[config.mk]
export PLATFORM = sky130hd
export DESIGN_NAME = if_loader_ctrl
export DESIGN_NICKNAME = d
export VERILOG_FILES = /design/src/rtl/if_loader_ctrl.sv
export SDC_FILE = /design/constraint.sdc
export NUM_CORES = 1
export LEC_CHECK = 0
export CAP_MARGIN = 20
export CORE_UTILIZATION = 55
export CTS_CLUSTER_SIZE = 10
export DETAILED_ROUTE_END_ITERATION = 8
export DONT_BUFFER_PORTS = 1
export GPL_ROUTABILITY_DRIVEN = 0
export PLACE_DENSITY = 0.7
export SLEW_MARGIN = 5
export SYNTH_ARGS = -nofsm -noshare
export SYNTH_HDL_FRONTEND = slang
export SYNTH_SLANG_ARGS = --single-unit
[constraint.sdc]
create_clock -name i_clk -period 3.14 [get_ports i_clk]
set_input_delay 0.628 -clock i_clk [delete_from_list [all_inputs] [get_ports i_clk]]
set_output_delay 0.628 -clock i_clk [all_outputs]
set_load 0.02 [all_outputs]
[src/rtl/if_loader_ctrl.sv]
`default_nettype none
// ============================================================================
// Module   : if_loader_ctrl
// Purpose  : Debug-side sequencer for the instruction-fetch stage. Builds
//            32-bit instruction words from a byte stream (MSB first) and
//            writes them into instruction memory. Once loaded, it drives the
//            IF step enable in continuous-run or single-step mode until the
//            HALT instruction is fetched.
// Ports    : i_clk, i_reset (async, active-low)
//            i_rx_data/i_rx_valid     - received byte and its 1-cycle strobe
//            i_instruction            - instruction currently fetched by IF
//            o_instruction_address    - byte address of the memory write
//            o_instruction            - assembled instruction word
//            o_flag_write_intruc      - 1-cycle instruction-memory write strobe
//            o_step                   - IF/pipeline advance enable
//            o_halted                 - HALT fetched, execution finished
//            o_load_error             - sticky, load overran memory w/o HALT
//            o_state                  - registered FSM state for readback
// Revision : 1.0 - initial release
// ============================================================================
module if_loader_ctrl #(
  parameter int                   BITS_SIZE  = 32,
  parameter int                   SIZE_TOTAL = 256,
  parameter logic [BITS_SIZE-1:0] HALT_INSTR = 32'hFFFF_FFFF
) (
  input  logic                 i_clk,
  input  logic                 i_reset,
  input  logic [7:0]           i_rx_data,
  input  logic                 i_rx_valid,
  input  logic [BITS_SIZE-1:0] i_instruction,
  output logic [BITS_SIZE-1:0] o_instruction_address,
  output logic [BITS_SIZE-1:0] o_instruction,
  output logic                 o_flag_write_intruc,
  output logic                 o_step,
  output logic                 o_halted,
  output logic                 o_load_error,
  output logic [2:0]           o_state
);

  typedef enum logic [2:0] {
    S_IDLE       = 3'd0,
    S_LOAD       = 3'd1,
    S_RUN        = 3'd2,
    S_STEP_WAIT  = 3'd3,
    S_STEP_PULSE = 3'd4,
    S_DONE       = 3'd5
  } state_t;

  localparam logic [7:0] c_CMD_LOAD = 8'h4C;  // 'L'
  localparam logic [7:0] c_CMD_RUN  = 8'h52;  // 'R'
  localparam logic [7:0] c_CMD_STEP = 8'h53;  // 'S'
  localparam logic [7:0] c_CMD_NEXT = 8'h4E;  // 'N'
  localparam logic [7:0] c_CMD_EXIT = 8'h45;  // 'E'

  localparam logic [BITS_SIZE-1:0] c_WORD_BYTES = BITS_SIZE'(4);
  localparam logic [BITS_SIZE-1:0] c_LAST_ADDR  = BITS_SIZE'(SIZE_TOTAL - 4);

  state_t                 r_state;
  state_t                 w_state_next;
  logic                   w_step;

  // First three bytes of the word under assembly; the fourth byte completes
  // the word directly into the output register.
  logic [BITS_SIZE-9:0]   r_word;
  logic [1:0]             r_cnt;
  logic [BITS_SIZE-1:0]   r_addr;
  logic [BITS_SIZE-1:0]   r_out_word;
  logic [BITS_SIZE-1:0]   r_out_addr;
  logic                   r_wr;
  logic                   r_err;

  logic [BITS_SIZE-1:0]   w_word_next;
  logic                   w_load_cmd;
  logic                   w_fetch_halt;
  logic                   w_wr_halt;
  logic                   w_wr_last;

  assign w_word_next  = {r_word, i_rx_data};
  assign w_fetch_halt = (i_instruction == HALT_INSTR);
  assign w_wr_halt    = (r_out_word == HALT_INSTR);
  assign w_wr_last    = (r_out_addr == c_LAST_ADDR);
  assign w_load_cmd   = i_rx_valid && (i_rx_data == c_CMD_LOAD) &&
                        ((r_state == S_IDLE) || (r_state == S_DONE));

  // --------------------------------------------------------------------------
  // State register
  // --------------------------------------------------------------------------
  always_ff @(posedge i_clk or negedge i_reset) begin
    if (!i_reset) begin
      r_state <= S_IDLE;
    end else begin
      r_state <= w_state_next;
    end
  end

  // --------------------------------------------------------------------------
  // Next-state and step enable
  // --------------------------------------------------------------------------
  always_comb begin
    w_state_next = r_state;
    w_step       = 1'b0;
    case (r_state)
      S_IDLE: begin
        if (i_rx_valid) begin
          if (i_rx_data == c_CMD_LOAD)      w_state_next = S_LOAD;
          else if (i_rx_data == c_CMD_RUN)  w_state_next = S_RUN;
          else if (i_rx_data == c_CMD_STEP) w_state_next = S_STEP_WAIT;
        end
      end
      S_LOAD: begin
        // The load ends in the strobe cycle of either a HALT word or the
        // word occupying the last memory slot.
        if (r_wr && (w_wr_halt || w_wr_last)) w_state_next = S_IDLE;
      end
      S_RUN: begin
        // Gate the step in the same cycle HALT appears so the pipeline never
        // advances past it.
        w_step = !w_fetch_halt;
        if (w_fetch_halt) w_state_next = S_DONE;
      end
      S_STEP_WAIT: begin
        if (w_fetch_halt) begin
          w_state_next = S_DONE;
        end else if (i_rx_valid) begin
          if (i_rx_data == c_CMD_NEXT)      w_state_next = S_STEP_PULSE;
          else if (i_rx_data == c_CMD_EXIT) w_state_next = S_IDLE;
        end
      end
      S_STEP_PULSE: begin
        w_step       = 1'b1;
        w_state_next = S_STEP_WAIT;
      end
      S_DONE: begin
        if (i_rx_valid && (i_rx_data == c_CMD_LOAD)) w_state_next = S_LOAD;
      end
      default: w_state_next = S_IDLE;
    endcase
  end

  // --------------------------------------------------------------------------
  // Load datapath: byte assembly, write strobe, address and error tracking
  // --------------------------------------------------------------------------
  always_ff @(posedge i_clk or negedge i_reset) begin
    if (!i_reset) begin
      r_word     <= '0;
      r_cnt      <= 2'd0;
      r_addr     <= '0;
      r_out_word <= '0;
      r_out_addr <= '0;
      r_wr       <= 1'b0;
      r_err      <= 1'b0;
    end else begin
      r_wr <= 1'b0;
      if (w_load_cmd) begin
        r_word <= '0;
        r_cnt  <= 2'd0;
        r_addr <= '0;
        r_err  <= 1'b0;
      end else if (r_state == S_LOAD) begin
        // Bytes are accepted in the strobe cycle too, as the start of the
        // next word, so a back-to-back stream loses nothing.
        if (i_rx_valid) begin
          r_word <= w_word_next[BITS_SIZE-9:0];
          r_cnt  <= r_cnt + 2'd1;
          if (r_cnt == 2'd3) begin
            r_wr       <= 1'b1;
            r_out_word <= w_word_next;
            r_out_addr <= r_addr;
          end
        end
        if (r_wr) begin
          if (!w_wr_halt && w_wr_last) begin
            r_err <= 1'b1;
          end else begin
            r_addr <= r_addr + c_WORD_BYTES;
          end
        end
      end
    end
  end

  assign o_instruction_address = r_out_addr;
  assign o_instruction         = r_out_word;
  assign o_flag_write_intruc   = r_wr;
  assign o_step                = w_step;
  assign o_halted              = (r_state == S_DONE);
  assign o_load_error          = r_err;
  assign o_state               = r_state;

endmodule
`default_nettype wire

==> reports/results.tsv <==
metric	value	unit
status	finished, violations left	
violations	negative hold slack	
postLayoutCoreUtil	0.644	
via_per_inst	6.03	
yosys.area.top_type_share	0.551	
path_clk_slew	60	ps
final_area	6320	sq um
clkSinkCount	123	
numPortBuffers	0	
final_hold_viol_count	123	
peakVddDrop	0.000427	V
synth_edf_count	0	
syn_inst	514	
cts_tree	done	
power_density	573	nW/um^2
nets	560	
cts_resized	0	
rsz0062_at_grt	false	
finalSetupViolations	0	
worstSetupStartpointType	flop	
drt_wl_total	12700	microns
dpl_worst_slack	636	ps
slew_viol_final	0	
max_freq	393	MHz
slowest_delay	400	ps
grt_use_total	0.259	
ios	114	
arrival	1920	ps
ys_async_sr_fraction	1.00	
holdCritPathClass	primary input to async pin	
worstPathCellList	buf_4, nor2b_1, inv_1, a21o_1, a21oi_1	
period_minus_slack	2550	ps
fin_crit_sh	0.811	
yosys.area.top_type	dfrtp_1	
fin_hold_ws	-207	ps
dpl_cell_area	5710	sq um
endpoint_kind	output port	
drtIter0Drc	182	
seq_area_frac_synth	0.551	
start_util	0.569	
synthToLayoutAreaGrowth	13.2	%
grt_max_degree	124	
synth_area_leaders	dfrtp_1 (55%), mux2_2 (12%), nand2_1 (4.8%)	
cp_slowest_cell	a21oi_1	
post_cts_buffers	0	
path_max_fanout	8	
drcViolationCount	0	
yosysUniqueCellTypes	47	
clock_path_buffers	2	
fin_skew	10.2	ps
wl_per_cell	19.2	microns
synth_ff_type	dfrtp_1	
ant_nets	0	
required	2510	ps
slew_headroom	0.301	
antenna_found_initial	0	
cts_max_level	4	
fin_ws	595	ps
p_leak	3.03	nW
syn_area_per_cell	10.9	sq um
die_w	103	microns
clk_root_buffer_cell	clkbuf_8	
cap_violations	0	
dr.pass1.iters	4	
clock_latency	530	ps
synth-seq-cells	123	
synthesis.area	5590	sq um
fin_tns_setup	0	ps
critical_path_buf_inv_count	2	
cp.depth	5	
cts_buffers	17	
fp.dieArea	10600	sq um
fp-row-count	36	
die_h	103	microns
reg2reg_depth	7	
coreArea	9820	sq um
drive_gt1_frac	0.212	
yosys_warnings	0	
criticalPathCategory	flop to output port	
grt_overflow	0	
diodes	0	
grt_pass1_wl	20300	microns
worst_pin_slew	1050	ps
nFillCells	808	
grt_pass1_vias	4149	
hpwlAfterDp	8330	microns
cp_top_family	compound AO/OA/AOI/OAI gates	
vias	3989	
[synthesized netlist by cell type (2+ instances only)]
| cell | instances |
|---|---|
| a31oi_1 | 2 |
| nor2b_1 | 3 |
| nor3_1 | 11 |
| nor4b_1 | 3 |
| and4_1 | 3 |
| nand3_1 | 39 |
| buf_2 | 10 |
| and2_1 | 3 |
| mux2_2 | 60 |
| nand2_1 | 72 |
| clkbuf_1 | 14 |
| nor4_2 | 2 |
| buf_4 | 2 |
| o21ai_0 | 11 |
| nor4_1 | 20 |
| nand4_1 | 32 |
| nor2_1 | 33 |
| inv_1 | 8 |
| nor3b_2 | 2 |
| xnor2_1 | 22 |
| a21oi_1 | 7 |
| nand3b_1 | 2 |
| dfrtp_1 | 123 |
| ha_1 | 2 |
| nand2b_1 | 2 |
| or3_1 | 4 |
| mux2i_1 | 2 |
[per-stage QoR]
stage                     power, mW  std cells  hold slack [ps]
after floorplan                1.65        515              332
after global placement         1.66        629              335
after detailed placement       1.66        629              335
after CTS                      3.64        661             -225
after global routing           3.72        661             -234
final                          3.62        661             -207
[registers in the layout (all words and copies together) (netlist names)]
name and count:
o_instruction 32, o_instruction_address 30, o_state 3, o_flag_write_intruc 1, r_cnt 2, r_addr 30
o_load_error 1, r_word 24
[power by group]
part	switching [mW]	total [mW]	internal [mW]
sequential	0.00614	1.60	1.59
clock	0.704	1.99	1.29
combinational	0.0179	0.0311	0.0132
[cell type report]
type	count	area, sq um	share of cell area
sequential	123	3080	0.487
timing repair buffer	8	72.6	0.0115
multi-input combinational	357	2370	0.374
clock inverter	10	139	0.0220
tap	133	166	0.0263
inverter	8	30.0	0.00475
clock buffer	22	473	0.0748
[worst paths after layout]
kind	startpoint	end	slack, ps
setup reg to reg	o_instruction[6]	r_addr[24]	680
setup / recovery	o_state[2]	o_step	590
hold reg to reg	r_word[5]	r_word[13]	500
max in group asynchronous	i_reset	r_addr[26]	3090
hold / removal	i_reset	o_instruction[31]	-210
min in group i_clk	i_rx_data[7]	r_word[7]	210
[metal layers]
layer | part of all wire | global-route usage | up-vias
met1 | 0.40 | 0.306 | 2030
met3 | 0.045 | 0.0746 | 24
met4 | 0.018 | 0.104 | 0
li1 | - | - | 1833
met2 | 0.53 | 0.448 | 102
met5 | 0 | 0 | -
[layout by cell type (no fill, tap or decap), drive strengths merged, types with 2 or more instances in the layout]
master,synthesis,layout
a21oi,7,7
a31oi,2,2
and2,3,3
and4,3,3
buf,13,8
bufinv,0,3
clkbuf,14,22
clkinv,0,3
clkinvlp,0,4
conb,1,2
dfrtp,123,123
ha,2,2
inv,8,8
mux2,60,60
mux2i,2,2
nand2,72,72
nand2b,2,2
nand3,39,39
nand3b,2,2
nand4,33,33
nor2,34,34
nor2b,3,3
nor3,12,12
nor3b,3,3
nor4,23,23
nor4b,4,4
o21ai,11,11
or3,4,4
xnor2,22,22
[cell families after synthesis]
group,count (synthesis),share of synthesized area
compound gates,28,0.0309
xor+xnor,23,0.0360
fa+ha+maj,2,0.00448
buf+inv,35,0.0271
flops,123,0.551
mux,62,0.124
other cells,1,0.000671
simple gates,240,0.226
(Power assumes the default switching activity.)
